## src/rtl/uart_pkg.sv

```systemverilog
// uart_pkg: shared UART definitions for the transmitter and the 16x receiver.
// State encoding widens to 3 bits when UART_TX_PARITY_EN is defined.
package uart_pkg;

  localparam int OVERSAMPLE     = 16;
  localparam int DATA_BITS_DEF  = 8;
  localparam int STOP_TICKS_DEF = 16;

`ifdef UART_TX_PARITY_EN
  typedef enum logic [2:0] {
    IDLE,
    START,
    DATA,
    PARITY,
    STOP
  } uart_state_e;
`else
  typedef enum logic [1:0] {
    IDLE,
    START,
    DATA,
    STOP
  } uart_state_e;
`endif

  // Bits needed to hold max_val without wrapping (at least 1).
  function automatic int cnt_w(input int max_val);
    return (max_val < 2) ? 1 : $clog2(max_val + 1);
  endfunction

endpackage

```

## src/rtl/uart_transmitter.sv

```systemverilog
// uart_transmitter: s_tick-paced UART TX, start / LSB-first data / stop.
// Define UART_TX_PARITY_EN to add an even-parity bit before the stop bit.
module uart_transmitter
  import uart_pkg::*;
#(
  parameter int numberOfDataBits = DATA_BITS_DEF,
  parameter int stopBitTicks     = STOP_TICKS_DEF
) (
  input  logic       clk,
  input  logic       reset,
  input  logic       s_tick,
  input  logic       tx_start,
  input  logic [7:0] tx_dataIn,
  output logic       tx,
  output logic       tx_busy,
  output logic       tx_doneTick
);

  localparam int N    = numberOfDataBits;
  localparam int TMAX = (stopBitTicks > OVERSAMPLE) ?
                        stopBitTicks : OVERSAMPLE;
  localparam int TW   = cnt_w(TMAX - 1);
  localparam int BW   = cnt_w(N - 1);

  localparam logic [TW-1:0] T_BIT  = TW'(OVERSAMPLE - 1);
  localparam logic [TW-1:0] T_STOP = TW'(stopBitTicks - 1);
  localparam logic [BW-1:0] B_LAST = BW'(N - 1);

  uart_state_e   state_q, state_d;
  logic [TW-1:0] tick_q, tick_d;
  logic [BW-1:0] bit_q, bit_d;
  logic [N-1:0]  shift_q, shift_d;
  logic          tx_q, tx_d;
  logic          busy_q, busy_d;
  logic          done_q, done_d;
`ifdef UART_TX_PARITY_EN
  logic          par_q, par_d;
`endif

  logic [TW-1:0] term;
  logic          bit_end;

  assign term    = (state_q == STOP) ? T_STOP : T_BIT;
  assign bit_end = s_tick && (tick_q == term);

  always_comb begin
    state_d = state_q;
    tick_d  = tick_q;
    bit_d   = bit_q;
    shift_d = shift_q;
    tx_d    = tx_q;
    busy_d  = busy_q;
    done_d  = 1'b0;
`ifdef UART_TX_PARITY_EN
    par_d   = par_q;
`endif

    if (state_q != IDLE && s_tick) begin
      tick_d = bit_end ? '0 : tick_q + TW'(1);
    end

    unique case (state_q)
      IDLE: begin
        tx_d   = 1'b1;
        busy_d = 1'b0;
        if (tx_start) begin
          shift_d = tx_dataIn[N-1:0];
          tick_d  = '0;
          bit_d   = '0;
          state_d = START;
          tx_d    = 1'b0;
          busy_d  = 1'b1;
`ifdef UART_TX_PARITY_EN
          par_d   = ^tx_dataIn[N-1:0];
`endif
        end
      end
      START: begin
        if (bit_end) begin
          state_d = DATA;
          tx_d    = shift_q[0];
        end
      end
      DATA: begin
        if (bit_end) begin
          shift_d = shift_q >> 1;
          if (bit_q == B_LAST) begin
            bit_d = '0;
`ifdef UART_TX_PARITY_EN
            state_d = PARITY;
            tx_d    = par_q;
`else
            state_d = STOP;
            tx_d    = 1'b1;
`endif
          end else begin
            bit_d = bit_q + BW'(1);
            tx_d  = shift_q[1];
          end
        end
      end
`ifdef UART_TX_PARITY_EN
      PARITY: begin
        if (bit_end) begin
          state_d = STOP;
          tx_d    = 1'b1;
        end
      end
`endif
      STOP: begin
        if (bit_end) begin
          state_d = IDLE;
          tx_d    = 1'b1;
          busy_d  = 1'b0;
          done_d  = 1'b1;
        end
      end
      default: begin
        state_d = IDLE;
        tx_d    = 1'b1;
        busy_d  = 1'b0;
      end
    endcase
  end

  always_ff @(posedge clk) begin
    if (reset) begin
      state_q <= IDLE;
      tick_q  <= '0;
      bit_q   <= '0;
      shift_q <= '0;
      tx_q    <= 1'b1;
      busy_q  <= 1'b0;
      done_q  <= 1'b0;
`ifdef UART_TX_PARITY_EN
      par_q   <= 1'b0;
`endif
    end else begin
      state_q <= state_d;
      tick_q  <= tick_d;
      bit_q   <= bit_d;
      shift_q <= shift_d;
      tx_q    <= tx_d;
      busy_q  <= busy_d;
      done_q  <= done_d;
`ifdef UART_TX_PARITY_EN
      par_q   <= par_d;
`endif
    end
  end

  assign tx          = tx_q;
  assign tx_busy     = busy_q;
  assign tx_doneTick = done_q;

endmodule

```

## config.mk

```make
export PLATFORM = sky130hd
export DESIGN_NAME = uart_transmitter
export DESIGN_NICKNAME = d
export VERILOG_FILES = /design/src/rtl/uart_pkg.sv /design/src/rtl/uart_transmitter.sv
export SDC_FILE = /design/constraint.sdc
export NUM_CORES = 1
export LEC_CHECK = 0
export ABC_CLOCK_PERIOD_IN_PS = 2050
export BUFFER_PORTS_ARGS = -buffer_cell sky130_fd_sc_hd__buf_2
export CORE_UTILIZATION = 35
export CTS_CLUSTER_SIZE = 12
export DETAILED_ROUTE_END_ITERATION = 10
export SETUP_SLACK_MARGIN = 0.5
export SYNTH_ARGS = -nofsm -noshare
export SYNTH_HDL_FRONTEND = slang
export SYNTH_SLANG_ARGS = --single-unit
```

## constraint.sdc

```tcl
create_clock -name clk -period 2.05 [get_ports clk]
set_input_delay 0.205 -clock clk [delete_from_list [all_inputs] [get_ports clk]]
set_output_delay 0.205 -clock clk [all_outputs]
set_load 0.01 [all_outputs]
```

## Yosys cells after proc, flatten, opt, wreduce, memory -nomap -nowiden

Index checks and enable logic that the tools add are counted.

| storage, ports and cells | value |
|---|---|
| bits of input ports | 12 |
| output and inout bits | 3 |
| bits in registers | 20 |

| cells by class | value |
|---|---|
| bitwise gates (word level) | 1 |
| reduce and logical (&&, ||, !) cells | 11 |
| equality and inequality tests | 10 |
| multiplexer cells | 27 |
| add/sub/neg operators | 2 |

Operators with widths:

| kind | number |
|---|---|
| two-way mux 4 bit | 4 |
| two-way mux 8 bit | 2 |
| one-hot mux 8 bit (2 select lines) | 1 |
| two-way mux 2 bit | 5 |
| inequality test 2 bit, second input constant | 5 |
| two-way mux 3 bit | 3 |
| two-way mux 1 bit | 8 |
| one-hot mux 2 bit (4 select lines) | 1 |
| one-hot mux 3 bit (2 select lines) | 1 |
| AND reduction 3 bit | 2 |
| nonzero test 2 bit | 3 |
| AND reduction 5 bit | 1 |
| adder 4 x 1 -> 4 bit, second input constant | 1 |
| equality test 2 bit, second input constant | 2 |
| equality test 4 bit, second input constant | 1 |
| one-hot mux 1 bit (4 select lines) | 1 |
| adder 3 x 1 -> 3 bit, second input constant | 1 |
| equality test 3 bit, second input constant | 1 |
| equality test 2 x 1 -> 1 bit, second input constant | 1 |
| logical AND 1 bit | 2 |
| logical NOT 2 bit | 1 |
| one-hot mux 1 bit (2 select lines) | 1 |
| AND reduction 2 bit | 1 |
| OR reduction 2 bit | 1 |
| inverter 1 bit | 1 |

## Depth between registers and ports, before layout

Gate-level depths: netlist of the first run.

| logic depth | value |
|---|---|
| depth after elaboration | 6 |
| gate-level depth with buffers | 9 |
| gate-level depth less buffers | 6 |

## Worst setup path before layout of the first run

OpenSTA, ideal clock, no wires.

| path | value |
|---|---|
| path type | flip-flop to flip-flop |
| start | register state_q[0] |
| end | register bit_q[1] |
| data arrival time | 1.691 ns |
| stages on the path, launching flop included | 10 |
| period minus slack after synthesis | 1.761 ns |
| path slack | 0.289 ns |
| cell sequence | dfxtp_1 -> inv_1 -> ha_1 -> buf_2 -> nor2b_1 -> clkbuf_2 -> a211oi_4 -> buf_6 -> nand3_1 -> a21oi_1 |

| between the ends | value |
|---|---|
| longest elaborated chain between the ends | 3 |
| elaborated cells between the ends (all ways) | 7 |
| classes of those cells | eq/ne: 3; mux: 1; reduce/logical: 3 |

RTL lines:

| element | RTL line | source |
|---|---|---|
| from (decl) | uart_transmitter.sv:29 | `uart_state_e state_q, state_d;` |
| from (signal assigned) | uart_transmitter.sv:139 | `state_q <= state_d;` |
| equality test 2 bit or logical NOT 2 bit (tied branches) | uart_transmitter.sv:62 | `unique case (state_q)` |
| inequality test 2 bit (no line) or nonzero test 2 bit (tied branches) | - |  |
| AND reduction 3 bit (no line) | - |  |
| to (signal assigned) | uart_transmitter.sv:141 | `bit_q <= bit_d;` |
| to (decl) | uart_transmitter.sv:31 | `logic [BW-1:0] bit_q, bit_d;` |

Several ways; a longest one is shown, not always the timed one.
A chain may end at the register's enable or synchronous reset.

## Worst setup path in the final report of the first run

| path | value |
|---|---|
| start | register state_q[0] |
| end | register state_q[1] |

| between the ends | value |
|---|---|
| longest elaborated chain between the ends | 3 |
| elaborated cells between the ends (all ways) | 11 |
| classes of those cells | eq/ne: 8; mux: 1; reduce/logical: 2 |

RTL lines:

| element | RTL line |
|---|---|
| equality test 2 bit, or another cell as far along | uart_transmitter.sv:62 |
| inequality test 2 bit (no line) | - |
| AND reduction 5 bit (no line) | - |

Several ways; a longest one is shown, not always the timed one.

==> metrics.md, run 1 <==
| Metric | Value |
|---|---|
| Critical path data required time | 2.25 ns |
| Hold Crit Start | tx_dataIn[7] |
| Register area share after synthesis | 0.3819 |
| Antenna viol nets, final | 0 |
| R2r startpoint | state_q[0] |
| Area growth, synth to finish | 30.43% |
| Startpoint types | flip-flop |
| Status | finished, final reports clean |
| 1st-pass router iterations | 4 |
| Io pins | 15 |
| Clock Tree Root | clkbuf_4 |
| Initial core utilization | 0.3738 |
| Routability congestion estimate | 0.7554 |
| Via Count | 913 |
| Worst Setup Path Type | reg2reg |
| Post-route minimum period | about 1.6 ns |
| Clk slew on worst S/H paths | between 0.1 and 0.15 ns |
| TritonCTS clock tree | yes |
| Grt ovf | 0 |
| Most frequent cells in the layout | 16 x dfxtp_1, 15 x buf_2, 13 x nor2_1 |
| Setup TNS | 0 ns |
| Width of the chip | 56.74 um |
| Die Height | around 57 um |
| Fin Clk Skew | 0.001230 ns |
| Vias per cell | ~5.3 |
| Layout cells sized above 1 | 0.4357 |
| Antenna violations before repair | 0 |
| Worst slew margin | 0.7320 |
| Worst EP arrival | 1.81 ns |
| Worst-Skew Late Latency | 0.29 ns |
| Setup violations, final | 0 |
| GRT Util Overall | 0.1473 |
| HP Class | in2reg |
| Commonest non-fill, non-tap cell in the layout | dfxtp_1 |
| Number of remaining DRC errors | 0 |
| Period utilisation layout | 0.7832 |
| Compound-Gate Fraction of Synth Area | 0.1850 |
| Synth Area in Adders | 0.08353 |
| Initial drt markers | 17 |
| Final net count | between 150 and 200 |
| Fin. max-slew vios | 0 |
| Synth Area in XOR/XNOR | 0.01671 |
| CP max stage cell | dfxtp_4 |
| CTS H-Tree Depth | 1 |
| Placeable Area | 2805 um2 |
| Crit path cell chain | ha_1, or2_4, a211oi_2, nor4_1, a31o_2 |
| N_diodes | 0 |
| Final Hold Viols | 0 |
| Synth warn | 0 |
| Largest family of logic cells by synthesized area | simple AND/OR/NAND/NOR gates |
| Port buffer count | 14 |
| Peak supply drop | roughly 0.00056 V |
| Finished Core Util | 0.4875 |
| Rows | 19 |
| Global-route wire length before repair | 3.712 mm |
| Die area | 3219 um2 |
| Netlist cell types | 31 |
| Critical path buffer and inverter count | 0 |
| Max clock buf depth | 2 |
| Crit-path leading delay family | compound AO/OA/AOI/OAI gates |
| Final wirelength | 2.233 mm |
| Synthesized area per cell | 9.117 um2 |
| Mux cell area share after synthesis | 0.07637 |
| Largest net degree at the start of global routing | 20 |
| Pleak | 0.5681 nW |
| Setup repair after global routing missed its margin | true |
| Yosys reg bits | 20 |
| Setup crit start | state_q[0] |
| Post-Syn Instances | 115 |
| Actual slew at the worst max-slew pin | about 0.40 ns |
| Mean routed wirelength per cell | 13.06 um |
| Max-Cap Viols | 0 |
| TritonCTS Buffers | 3 |
| Crit end category | flip-flop |
| Vias in the first global route | 862 |
| Worst path max stage delay | between 0.3 and 0.4 ns |
| Simple-Gate Fraction of Synth Area | 0.1993 |
| Power Density | 1437 nW/um2 |
| Hpwl dp | ~1.5 mm |
| Syn nets | around 130 |
| Clock Sinks | 20 |
| CP max FO | 5 |
| Fmax | slightly above 0.6 GHz |
| Mapped Area | 1049 um2 |
## report_power, final
| part | switching [mW] | internal (mW) | total (mW) | leakage, nW |
|---|---|---|---|---|
| registers | 0.0731 | 0.505 | 0.578 | 0.166 |
| logic | 0.582 | 0.577 | 1.16 | 0.381 |
| clock network | 0.120 | 0.108 | 0.229 | 0.0210 |
## layout make-up
| cell class | instances | area (um2) |
|---|---|---|
| sequential | 20 | 410.4 |
| tap | 31 | 38.79 |
| timing repair buffer | 28 | 187.7 |
| inverter | 4 | 17.52 |
| clock buffer | 4 | 36.28 |
| fill | 276 | 1438 |
| multi-input combinational | 84 | 676.9 |
## metal layers
metal | track usage | vias up | part of all wire
met5 | 0 | - | 0
met4 | 0.03136 | 0 | 0.0085
met3 | 0.04839 | 2 | 0.021
met2 | 0.2653 | 11 | 0.52
met1 | 0.1683 | 439 | 0.45
li1 | - | 461 | -
## registers in the layout, indices dropped and copies added (netlist names)
signal / flops
tx_doneTick: 1
tx: 1
bit_q: 3
shift_q: 8
tx_busy: 1
tick_q: 4
state_q: 2
## synthesized netlist by cell type
cell | count | share of area
a211oi_4 | 1 | 0.019
nor3_1 | 1 | 0.0048
xor2_1 | 2 | 0.017
nand3b_1 | 1 | 0.0072
o211ai_1 | 1 | 0.0072
nand4_1 | 1 | 0.0060
dfxtp_1 | 20 | 0.38
buf_6 | 2 | 0.021
a211o_1 | 1 | 0.0084
o2111a_1 | 1 | 0.011
mux2i_1 | 8 | 0.076
a211oi_1 | 9 | 0.064
ha_1 | 7 | 0.084
nor2b_1 | 2 | 0.012
o21ai_0 | 2 | 0.0095
nand4_4 | 1 | 0.020
a21o_1 | 1 | 0.0072
nor4_1 | 1 | 0.0060
a2bb2oi_1 | 2 | 0.017
a21oi_1 | 7 | 0.033
a31o_2 | 1 | 0.0084
clkbuf_1 | 2 | 0.0072
nor3b_1 | 2 | 0.014
nand2_1 | 7 | 0.025
inv_1 | 4 | 0.014
or2_2 | 2 | 0.012
nor2_1 | 17 | 0.061
and2b_1 | 1 | 0.0072
nand3_1 | 5 | 0.024
clkbuf_2 | 1 | 0.0048
buf_2 | 2 | 0.0095
## worst paths after layout
check / end / slack, ns / cells after the start
worst max-delay path: state_q[1] / 0.44 / 5
worst min-delay path: shift_q[7] / 0.16 / 3
worst max register to register: state_q[1] / 0.44 / 5
worst min register to register: bit_q[2] / 0.47 / 2
## cell families after synthesis
logic type	Yosys count
AOI/OAI and AO/OA	26
adders and majority gates	7
and+or+nand+nor	41
DFF	20
muxes	8
buffers and inverters	11
xor gates and xnor gates	2
## per-stage QoR
step | power (mW) | hold WS (ns) | std cells | setup WS (ns) | instance area (um2)
4_1_cts | 1.917 | 0.1538 | 169 | 0.4683 | 1323
3_5_place_dp | 1.474 | 0.4550 | 158 | 0.3680 | 1182
2_1_floorplan | 1.307 | 0.3671 | 115 | 0.3551 | 1090
5_1_grt | 2.133 | 0.1444 | 171 | 0.3635 | 1368
3_3_place_gp | 1.438 | 0.4481 | 158 | 0.4272 | 1182
6_report | 1.965 | 0.1595 | 171 | 0.4444 | 1368
## tightest hold or removal path: cells and delay by family
family                 cells  cell delay, ns
and+or+nand+nor            1            0.07
buffers and inverters      1            0.09
AOI/OAI and AO/OA          1            0.05
## repair_timing
item                                    in CTS  in global routing
pin swaps                                    9                  7
hold buffers                                 0                  0
endpoints found under the setup margin      13                 13
cloned                                       1                  0
setup buffers                                6                  2
resized for setup                           16                  9
(Power assumes the default switching activity.)
==> run 2, diff against run 1 <==
--- a/config.mk
+++ b/config.mk
@@ -5,7 +5,7 @@
 export SDC_FILE = /design/constraint.sdc
 export NUM_CORES = 1
 export LEC_CHECK = 0
-export ABC_CLOCK_PERIOD_IN_PS = 2050
+export ABC_CLOCK_PERIOD_IN_PS = 1500
 export BUFFER_PORTS_ARGS = -buffer_cell sky130_fd_sc_hd__buf_2
 export CORE_UTILIZATION = 35
 export CTS_CLUSTER_SIZE = 12
==> constraint.sdc (replaced) <==
create_clock -name clk -period 1.5 [get_ports clk]
set_input_delay 0.15 -clock clk [delete_from_list [all_inputs] [get_ports clk]]
set_output_delay 0.15 -clock clk [all_outputs]
set_load 0.01 [all_outputs]
==> metrics.md, run 2 (synthesis results as in run 1) <==
| Metric | Value |
|---|---|
| Period utilisation layout | 1.088 (+0.3051) |
| Hpwl dp | 1.615 mm (+8.5%) |
| Critical path data required time | 1.75 ns (-0.50 ns) |
| Placeable Area | 2805 um2 (unchanged) |
| Worst path max stage delay | 0.40 ns (+0.02 ns) |
| Layout cells sized above 1 | 0.5161 (+0.08041) |
| Port buffer count | 14 (unchanged) |
| Placement Cell Area | 1260 um2 (+6.6%) |
| Max-Cap Viols | 0 (unchanged) |
| Io pins | 15 (unchanged) |
| Worst Setup Slack, final | -0.1325 ns (-0.5769 ns) |
| GRT Util Overall | 0.1694 (+0.02214) |
| Worst slew margin | 0.8190 (+0.08694) |
| Filler instances | 270 (-2.2%) |
| Vias per cell | 5.188 (-2.8%) |
| Post-CTS Hold Buffers | 0 (unchanged) |
| Startpoint types | flip-flop |
| Post-route cell area | 1534 um2 (+12%) |
| Power Density | 1938 nW/um2 (+35%) |
| 1st-pass router iterations | 4 (unchanged) |
| Final net count | 175 (+9.4%) |
| Overall power | 2.973 mW (+51%) |
| Largest register by flop count | shift_q |
| Stages on the worst setup path | 9 (+4) |
| CTS H-Tree Depth | 1 (unchanged) |
| Cells on worst reg2reg path | 9 (+4) |
| Die area | 3219 um2 (unchanged) |
| Post-route minimum period | 1.633 ns (+0.02688 ns) |
| Status | finished, violations left |
| Width of the chip | 56.74 um (unchanged) |
| Area growth, synth to finish | 46.30% |
| Antenna violations before repair | 0 (unchanged) |
| Most frequent cells in the layout | 23 x buf_4, 16 x dfxtp_1, 15 x buf_2 |
| Non-Filler Instances | 186 (+8.8%) |
| Initial core utilization | 0.3738 (unchanged) |
| Crit end category | flip-flop |
| Area of the multi-input gates | 732.0 um2 (+8.1%) |
| Antenna viol nets, final | 0 (unchanged) |
| Fmax | 0.6125 GHz (-1.6%) |
| Via Count | 965 (+5.7%) |
| Setup violations, final | 13 (+13) |
| Number of remaining DRC errors | 0 (unchanged) |
| Setup TNS | -1.164 ns (-1.164 ns) |
| Final Hold Viols | 0 (unchanged) |
| Worst-Skew Late Latency | 0.30 ns (about the same) |
| Pleak | 0.6387 nW (+12%) |
| Global-route wire length before repair | 4.222 mm (+14%) |
| TritonCTS Buffers | 3 (unchanged) |
| Final hold slack | 0.1031 ns (-0.05638 ns) |
| CP max FO | 8 (+3) |
| Sequential Area | 412.9 um2 (+0.61%) |
| CP max stage cell | dfxtp_4 |
| Grt ovf | 0 (unchanged) |
| N_diodes | 0 (unchanged) |
| Fin Clk Skew | 0.006904 ns (+0.005674 ns) |
| Crit-path leading delay family | buffers and inverters |
| Cell mode on critical path | buf_6 |
| Critical path buffer and inverter count | 4 (+4) |
| Die Height | 56.74 um (unchanged) |
| Rows | 19 (unchanged) |
| Routability congestion estimate | 0.7544 (-0.13%) |
| Clk slew on worst S/H paths | 0.12 ns (about the same) |
| Worst EP arrival | 1.89 ns (+0.08 ns) |
| Max clock buf depth | 2 (unchanged) |
| Vias in the first global route | 979 (+14%) |
| Placed Cells | 166 (+5.1%) |
| Biggest registers after layout | shift_q (8), tick_q (4), bit_q (3) |
| Initial drt markers | 19 (+2) |
| TritonCTS clock tree | yes |
| Fin. max-slew vios | 0 (unchanged) |
| Largest net degree at the start of global routing | 13 (-35%) |
| Commonest non-fill, non-tap cell in the layout | buf_4 |
| Setup repair after global routing missed its margin | true |
| Final wirelength | 2.488 mm (+11%) |
| HP Class | in2reg |
| Actual slew at the worst max-slew pin | 0.2707 ns (-0.1313 ns) |
| Peak supply drop | 0.0008240 V (+46%) |
| Worst Setup Path Type | reg2reg |
| Failing checks | negative setup slack |
| Mean routed wirelength per cell | 13.38 um (+2.4%) |
| Max reg flops | 8 (unchanged) |
| Crit path cell chain | inv_4, ha_4, nor2b_1, buf_4, a211oi_4, buf_6, buf_6, nand3_2, a21oi_2 |
| Clock Sinks | 20 (unchanged) |
| Clock Tree Root | clkbuf_4 |
| Worst hold stages | 3 (unchanged) |
-- run 2: worst min-delay path, cell delays in order --
cell and delay [ns]:
buf_2 0.09, nand3b_1 0.07, a21oi_1 0.05
-- run 2: per-layer routing --
| metal | GRT usage | wire length, um | share of wire |
|---|---|---|---|
| met2 | 0.3044 | 1285 | 0.52 |
| met3 | 0.05069 | 84 | 0.034 |
| met5 | 0 | 0 | 0 |
| met1 | 0.1895 | 1097 | 0.44 |
| met4 | 0.05575 | 21 | 0.0084 |
-- run 2: per-stage QoR --
| step | worst slack [ns] | util |
|---|---|---|
| 2_1_floorplan | -0.1949 | - |
| 3_3_place_gp | -0.09677 | 0.4492 |
| 3_5_place_dp | -0.1506 | 0.4492 |
| 4_1_cts | -0.08423 | 0.5263 |
| 5_1_grt | -0.1822 | 0.5468 |
| 6_report | -0.1325 | 0.5468 |
-- run 2: path summary, 6_finish.rpt --
| path | from | to | slack (ns) |
|---|---|---|---|
| worst max-delay path | state_q[0] | bit_q[0] | -0.13 |
| worst min-delay path | tx_dataIn[7] | shift_q[7] | 0.10 |
| worst max register to register | state_q[0] | bit_q[0] | -0.13 |
| worst min register to register | bit_q[1] | bit_q[1] | 0.46 |
-- run 2: timing repair --
item	CTS	global route
pin swaps	15	6
gates cloned	1	0
endpoints found under the setup margin	20	20
buffers inserted	12	3
gates resized for setup	22	11
-- run 2: layout make-up --
cell class,count,share of cell area
clock buffer,4,0.01713
inverter,4,0.01305
multi-input combinational,84,0.4772
sequential,20,0.2692
tap,31,0.02529
timing repair buffer,43,0.1982
-- run 2: report_power, final --
| part | switching (mW) | leakage [nW] | total [mW] | internal (mW) |
|---|---|---|---|---|
| clock network | 0.169 | 0.0150 | 0.273 | 0.104 |
| logic | 0.909 | 0.457 | 1.90 | 0.988 |
| registers | 0.107 | 0.167 | 0.802 | 0.695 |
| total | 1.19 | 0.639 | 2.97 | 1.79 |
